### config.mk
export PLATFORM = sky130hd
export DESIGN_NAME = set_assoc_cache
export DESIGN_NICKNAME = d
export VERILOG_FILES = /design/src/rtl/set_assoc_cache_pkg.sv /design/src/rtl/set_assoc_cache_victim_select.sv /design/src/rtl/set_assoc_cache.sv
export SDC_FILE = /design/constraint.sdc
export NUM_CORES = 2
export LEC_CHECK = 0
export ABC_CLOCK_PERIOD_IN_PS = 9550
export BUFFER_PORTS_ARGS = -buffer_cell sky130_fd_sc_hd__buf_2
export CAP_MARGIN = 20
export CORE_MARGIN = 2
export CORE_UTILIZATION = 56
export DETAILED_ROUTE_END_ITERATION = 6
export HOLD_SLACK_MARGIN = 0.08
export PLACE_DENSITY = 0.76
export SLEW_MARGIN = 20
export SYNTH_ARGS = -nofsm -noshare
export SYNTH_HDL_FRONTEND = slang
export SYNTH_SLANG_ARGS = --single-unit
### constraint.sdc
create_clock -name clk_i -period 9.55 [get_ports clk_i]
set_clock_uncertainty 0.05 [all_clocks]
set_input_delay 1.91 -clock clk_i [delete_from_list [all_inputs] [get_ports clk_i]]
set_output_delay 1.91 -clock clk_i [all_outputs]
set_load 0.05 [all_outputs]
### src/rtl/set_assoc_cache_pkg.sv
// Shared types and width helpers for the set-associative cache.
// The helpers keep the address split consistent between top and bench.
package set_assoc_cache_pkg;

  typedef enum logic [2:0] {
    IDLE,
    LOOKUP,
    MEM_RD,
    MEM_WAIT,
    MEM_WR,
    RESP
  } state_e;

  function automatic int set_width(input int num_sets);
    return $clog2(num_sets);
  endfunction

  function automatic int tag_width(input int addr_width, input int num_sets);
    return addr_width - $clog2(num_sets) - 2;
  endfunction

endpackage

### src/rtl/set_assoc_cache_victim_select.sv
// Replacement choice for one set: the lowest invalid way wins, otherwise
// the round-robin pointer way. Purely combinational.
module cache_victim_select #(
  parameter int NUM_WAYS = 4
) (
  input  logic [NUM_WAYS-1:0]         valid_vec,
  input  logic [$clog2(NUM_WAYS)-1:0] ptr,
  output logic [$clog2(NUM_WAYS)-1:0] victim_way,
  output logic                        full
);

  localparam int WAY_W = $clog2(NUM_WAYS);

  always_comb begin
    victim_way = ptr;
    full       = &valid_vec;
    // Scan downwards so the lowest invalid index is the last one written.
    for (int w = NUM_WAYS - 1; w >= 0; w--) begin
      if (!valid_vec[w]) victim_way = WAY_W'(w);
    end
  end

endmodule

### src/rtl/set_assoc_cache.sv
// N-way set-associative write-through, write-allocate cache, one word per
// line, with request/response handshakes and a single-outstanding memory port.
module set_assoc_cache
  import set_assoc_cache_pkg::*;
#(
  parameter int DATA_WIDTH = 32,
  parameter int ADDR_WIDTH = 32,
  parameter int NUM_SETS   = 8,
  parameter int NUM_WAYS   = 4,
  parameter int CNT_WIDTH  = 16
) (
  input  logic                  clk_i,
  input  logic                  aresetn_i,
  input  logic                  flush_i,
  input  logic                  req_valid_i,
  output logic                  req_ready_o,
  input  logic                  req_we_i,
  input  logic [ADDR_WIDTH-1:0] req_addr_i,
  input  logic [DATA_WIDTH-1:0] req_wdata_i,
  output logic                  resp_valid_o,
  input  logic                  resp_ready_i,
  output logic [DATA_WIDTH-1:0] resp_rdata_o,
  output logic                  resp_hit_o,
  output logic                  mem_req_valid_o,
  input  logic                  mem_req_ready_i,
  output logic                  mem_we_o,
  output logic [ADDR_WIDTH-1:0] mem_addr_o,
  output logic [DATA_WIDTH-1:0] mem_wdata_o,
  input  logic                  mem_rvalid_i,
  input  logic [DATA_WIDTH-1:0] mem_rdata_i,
  output logic [CNT_WIDTH-1:0]  hit_cnt_o,
  output logic [CNT_WIDTH-1:0]  miss_cnt_o
);

  localparam int SET_W = set_width(NUM_SETS);
  localparam int TAG_W = tag_width(ADDR_WIDTH, NUM_SETS);
  localparam int WAY_W = $clog2(NUM_WAYS);

  state_e                 state_reg;
  logic [ADDR_WIDTH-1:2]  addr_reg;
  logic                   we_reg;
  logic [DATA_WIDTH-1:0]  wdata_reg;
  logic [WAY_W-1:0]       victim_reg;
  logic                   bump_reg;

  logic [NUM_WAYS-1:0]    valid_reg [NUM_SETS];
  logic [WAY_W-1:0]       ptr_reg   [NUM_SETS];

  logic                   accept;
  logic [SET_W-1:0]       req_set;
  logic [SET_W-1:0]       set_cur;
  logic [TAG_W-1:0]       tag_cur;
  logic [NUM_WAYS-1:0]    hit_vec;
  logic                   hit;
  logic [WAY_W-1:0]       hit_way;
  logic [DATA_WIDTH-1:0]  hit_data;
  logic [DATA_WIDTH-1:0]  data_rd [NUM_WAYS];
  logic [WAY_W-1:0]       victim_way;
  logic                   set_full;

  logic                   install_en;
  logic [WAY_W-1:0]       install_way;
  logic                   install_bump;
  logic [DATA_WIDTH-1:0]  install_data;

  logic                   unused_byte_offset;
  assign unused_byte_offset = ^req_addr_i[1:0];

  assign req_ready_o = (state_reg == IDLE) && !flush_i;
  assign accept      = req_valid_i && req_ready_o;
  assign req_set     = req_addr_i[SET_W+1:2];
  assign set_cur     = addr_reg[SET_W+1:2];
  assign tag_cur     = addr_reg[ADDR_WIDTH-1:SET_W+2];

  cache_victim_select #(
    .NUM_WAYS(NUM_WAYS)
  ) u_victim (
    .valid_vec (valid_reg[set_cur]),
    .ptr       (ptr_reg[set_cur]),
    .victim_way(victim_way),
    .full      (set_full)
  );

  // Tag/data storage per way; read at acceptance so LOOKUP sees registered data.
  genvar gi;
  generate
    for (gi = 0; gi < NUM_WAYS; gi++) begin : g_way
      logic [TAG_W-1:0]      tag_mem  [NUM_SETS];
      logic [DATA_WIDTH-1:0] data_mem [NUM_SETS];
      logic [TAG_W-1:0]      tag_rd_reg;
      logic [DATA_WIDTH-1:0] data_rd_reg;

      always_ff @(posedge clk_i) begin
        if (install_en && install_way == WAY_W'(gi)) begin
          tag_mem[set_cur]  <= tag_cur;
          data_mem[set_cur] <= install_data;
        end
        if (accept) begin
          tag_rd_reg  <= tag_mem[req_set];
          data_rd_reg <= data_mem[req_set];
        end
      end

      assign data_rd[gi] = data_rd_reg;
      assign hit_vec[gi] = valid_reg[set_cur][gi] && (tag_rd_reg == tag_cur);
    end
  endgenerate

  assign hit = |hit_vec;

  always_comb begin
    hit_way  = '0;
    hit_data = '0;
    for (int w = 0; w < NUM_WAYS; w++) begin
      if (hit_vec[w]) begin
        hit_way  = WAY_W'(w);
        hit_data = data_rd[w];
      end
    end
  end

  // Writes allocate during LOOKUP; read misses install when memory answers.
  always_comb begin
    install_en   = 1'b0;
    install_way  = victim_way;
    install_bump = 1'b0;
    install_data = wdata_reg;
    if (state_reg == LOOKUP && we_reg) begin
      install_en   = 1'b1;
      install_way  = hit ? hit_way : victim_way;
      install_bump = !hit && set_full;
    end else if (state_reg == MEM_WAIT && mem_rvalid_i) begin
      install_en   = 1'b1;
      install_way  = victim_reg;
      install_bump = bump_reg;
      install_data = mem_rdata_i;
    end
  end

  always_ff @(posedge clk_i or negedge aresetn_i) begin
    if (!aresetn_i) begin
      for (int s = 0; s < NUM_SETS; s++) begin
        valid_reg[s] <= '0;
        ptr_reg[s]   <= '0;
      end
    end else if (state_reg == IDLE && flush_i) begin
      for (int s = 0; s < NUM_SETS; s++) begin
        valid_reg[s] <= '0;
        ptr_reg[s]   <= '0;
      end
    end else if (install_en) begin
      valid_reg[set_cur][install_way] <= 1'b1;
      if (install_bump) ptr_reg[set_cur] <= ptr_reg[set_cur] + 1'b1;
    end
  end

  always_ff @(posedge clk_i or negedge aresetn_i) begin
    if (!aresetn_i) begin
      state_reg       <= IDLE;
      addr_reg        <= '0;
      we_reg          <= 1'b0;
      wdata_reg       <= '0;
      victim_reg      <= '0;
      bump_reg        <= 1'b0;
      resp_valid_o    <= 1'b0;
      resp_rdata_o    <= '0;
      resp_hit_o      <= 1'b0;
      mem_req_valid_o <= 1'b0;
      mem_we_o        <= 1'b0;
      mem_addr_o      <= '0;
      mem_wdata_o     <= '0;
      hit_cnt_o       <= '0;
      miss_cnt_o      <= '0;
    end else begin
      case (state_reg)
        IDLE: begin
          if (accept) begin
            addr_reg  <= req_addr_i[ADDR_WIDTH-1:2];
            we_reg    <= req_we_i;
            wdata_reg <= req_wdata_i;
            state_reg <= LOOKUP;
          end
        end
        LOOKUP: begin
          victim_reg <= victim_way;
          bump_reg   <= set_full;
          resp_hit_o <= hit;
          if (hit) begin
            if (hit_cnt_o != '1) hit_cnt_o <= hit_cnt_o + 1'b1;
          end else begin
            if (miss_cnt_o != '1) miss_cnt_o <= miss_cnt_o + 1'b1;
          end
          if (we_reg) begin
            mem_req_valid_o <= 1'b1;
            mem_we_o        <= 1'b1;
            mem_addr_o      <= {addr_reg, 2'b00};
            mem_wdata_o     <= wdata_reg;
            state_reg       <= MEM_WR;
          end else if (hit) begin
            resp_valid_o <= 1'b1;
            resp_rdata_o <= hit_data;
            state_reg    <= RESP;
          end else begin
            mem_req_valid_o <= 1'b1;
            mem_we_o        <= 1'b0;
            mem_addr_o      <= {addr_reg, 2'b00};
            mem_wdata_o     <= '0;
            state_reg       <= MEM_RD;
          end
        end
        MEM_RD: begin
          if (mem_req_ready_i) begin
            mem_req_valid_o <= 1'b0;
            state_reg       <= MEM_WAIT;
          end
        end
        MEM_WAIT: begin
          if (mem_rvalid_i) begin
            resp_valid_o <= 1'b1;
            resp_rdata_o <= mem_rdata_i;
            state_reg    <= RESP;
          end
        end
        MEM_WR: begin
          if (mem_req_ready_i) begin
            mem_req_valid_o <= 1'b0;
            mem_we_o        <= 1'b0;
            resp_valid_o    <= 1'b1;
            resp_rdata_o    <= '0;
            state_reg       <= RESP;
          end
        end
        RESP: begin
          if (resp_ready_i) begin
            resp_valid_o <= 1'b0;
            state_reg    <= IDLE;
          end
        end
        default: state_reg <= IDLE;
      endcase
    end
  end

endmodule
==> results.toml <==
[worst_setup_path]
cp_cell_sequence = "clkinv_1, mux4_2, nor2_2, or3_2, or3b_1, o211a_2, or2_1, nor2_4, buf_4"
cp.buffers_inverters = 2
worstSetupStartpoint = "addr_reg[2]"
start_kind = "flop"
arrival_ns = 7.01
worstReg2RegStart = "addr_reg[2]"
crit_required_ns = 9.97
worstPathMaxFanout = 44
slowest_stage = "buf_4"
end_kind = "flop"
worstSetupPathType = "reg2reg"
slowest_delay_ns = 0.96
crit_family = "simple AND/OR/NAND/NOR gates"

[logic_synthesis]
ys.flop_type = "edfxtp_1"
synth.avg_cell_area_um2 = 21.7
synth_top_area_share_pct = 70.3
ys_top_cells_by_area = "edfxtp_1 (70%), mux4_2 (12%), dfrtp_1 (6.8%), mux2_2 (4.4%), xnor2_1 (0.96%)"
synth_cell_types = 76
ys_seq_area_share_pct = 77.1
yosys_warnings = 0
yosysTopAreaCell = "edfxtp_1"
netlist_area_um2 = 90800
postSynth.asyncResetShare_pct = 10.4
netlist_instances = 4175
synth-edff-count = 2124
ys_seq_elements = 2371

[clock_network]
clock_sinks = 2371
root_buffer = "clkbuf_16"
cts_tree = "yes"
post_cts_buffers = 0
clkTransAtPathRegs_ns = 0.06
clockBufferDepth = 3
cts_resized = 0
cts_max_level = 4
clk_latency_ns = 0.87
hold_buffers = 0
cts_buffers = 223

[global_routing]
grt_pass1_wl_mm = 302
grt_max_degree = 153
grt_pass1_vias = 43727
antenna_found_initial = 3
track_usage_pct = 25.4
grt-ovfl-total = 0

[final_layout]
layout-drive-gt1-share_pct = 33.1
syn_to_final_growth_pct = 12.4
fillCellCount = 10278
post-route-util_pct = 63.5
largest_reg_flops = 1024
nets = 4616

[placed_design]
io_buffers = 232
place_congestion = 0.800
dp_hpwl_mm = 107

[timing]
final-setup-viol-count = 0
worst_pin_slew_ns = 1.18
setup_tns_ns = 0
final-hold-violation-count = 0
drv_slew = 0
fin_crit_ns = 6.59
rsz0062_at_grt = "false"
clock.fmax_mhz = 152
relSlewSlack_pct = 21.3
finalCritPeriodShare_pct = 69.0

[floorplan]
start_util_pct = 56.5
rows = 147
die-area_um2 = 165000
coreArea_um2 = 161000
num_io_pins = 237
fp.dieH_um = 407
dieWidth_um = 407

[drt]
dr_total_vias = 44248
drt_iter0_drc = 6221
wire_per_inst_um = 30.3
drc = 0
dr.pass1.iters = 6
routed_wirelength_mm = 208
vias_per_cell = 6.45
ant_nets = 0

[power]
p_leak_uw = 0.0335
power_density_nw_per_um2 = 267
vdd_drop_max_v = 0.000226

[hold_path]
hold_path_class = "reg2reg"
min_from = "hit_cnt_o[8]"

[outcome]
run_status = "finished clean"

[flow_run]
drv_cap = 0
[placed cells by master (no fill, tap or decap), types with 6 or more instances in the layout]
master	netlist	final
a221oi_1	22	22
a222oi_1	10	10
a22o_1	42	42
a31oi_1	12	12
and2_1	9	8
and3_1	14	11
buf_12	0	8
buf_2	18	229
buf_4	14	103
bufinv_16	0	16
clkbuf_1	132	68
clkbuf_16	0	224
clkbuf_8	0	12
clkinv_1	1	41
clkinv_2	0	33
dfrtp_1	247	247
edfxtp_1	2124	2124
inv_1	6	6
inv_6	0	7
mux2_2	358	358
mux2i_1	27	27
mux4_2	477	477
nand2_1	122	121
nand2b_1	13	13
nand3_1	25	25
nand3b_1	7	7
nand4_1	28	28
nor2_1	55	26
nor2_4	0	28
nor3_1	16	11
nor4_1	12	11
o211ai_1	23	23
o21a_1	29	29
o21ai_0	21	21
o21ai_1	10	10
o221ai_1	24	24
xnor2_1	99	99
xor2_1	38	38
[worst paths after layout]
check | cells past startpoint | slack [ns] | endpoint
min reg2reg | 1 | 0.43 | hit_cnt_o[8]
max | 9 | 2.96 | g_way[2].data_mem[3][14]
max in group asynchronous | 2 | 6.87 | resp_rdata_o[20]
max reg2reg | 9 | 2.96 | g_way[2].data_mem[3][14]
min in group asynchronous | 1 | 1.11 | addr_reg[27]
min | 1 | 0.43 | hit_cnt_o[8]
[stage by stage]
stage               power (µW)  hold WS (ns)  setup slack [ns]  cells  cell area, µm²
floorplan                17000         0.388              1.39   4176           90800
global placement         18600         0.410              3.14   6444           94900
detailed placement       18800         0.411              3.08   6445           94900
CTS                      27400         0.425              3.04   6861          102000
global route             28100         0.445              2.71   6861          102000
finish                   27300         0.429              2.96   6862          102000
[layer usage]
layer	up-vias	part of all wire (%)	wire length (µm)	GRT usage (%)
li1	17866	-	-	-
met1	23391	39	81800	37.8
met2	2643	48	99500	39.4
met3	346	10	21400	4.54
met4	2	2.6	5360	7.17
met5	-	0.0053	11	0
[cell type report]
class / instances / area, µm² / area share, %
Tap cell: 2160 / 2700 / 2.65
Timing Repair Buffer: 344 / 2140 / 2.10
Clock inverter: 112 / 1120 / 1.10
Antenna cell: 1 / 2.50 / 0.00245
Multi-Input combinational cell: 1562 / 20100 / 19.7
Inverter: 8 / 30.0 / 0.0294
Sequential cell: 2371 / 70000 / 68.6
Clock buffer: 304 / 6030 / 5.91
[report_power, final]
group          switching [µW]  total, µW  leakage, µW  internal, µW
Sequential                486      13800       0.0223         13300
Combinational            3540       4820      0.00771          1280
Clock                    3800       8660      0.00347          4860
Total                    7830      27300       0.0335         19500
[Yosys cell counts (all sizes together), types with 2 or more instances]
library cell,n
mux2i,27
a31oi,12
nand3,27
o21ai,35
o211ai,23
nor2b,2
a21oi,6
nand4,28
and2,9
or2,4
nor3,16
a222oi,10
a22o,42
xor2,38
dfrtp,247
and4,2
mux2,363
xnor2,99
o22ai,2
nor4,12
o31ai,5
o21a,29
o221ai,24
a32o,2
a221oi,22
nand2,124
or3,5
a21o,2
and3,14
o311ai,3
nand3b,8
buf,103
mux4,477
clkbuf,132
inv,7
nand2b,15
ha,2
nor2,56
edfxtp,2124
[cells by family (layout without fill, tap and decap cells)]
family / after synthesis / count (layout) / synth area share [%]
AND/OR/NAND/NOR: 326 / 326 / 1.76
AO/OA/AOI/OAI: 228 / 228 / 2.03
other: 1 / 3 / 0.00413
flip-flops: 2371 / 2371 / 77.1
multiplexers: 867 / 867 / 16.6
XOR/XNOR: 137 / 137 / 1.32
buffers and inverters: 243 / 768 / 1.14
adder cells (fa/ha/maj): 2 / 2 / 0.0276
(Power assumes the default switching activity.)
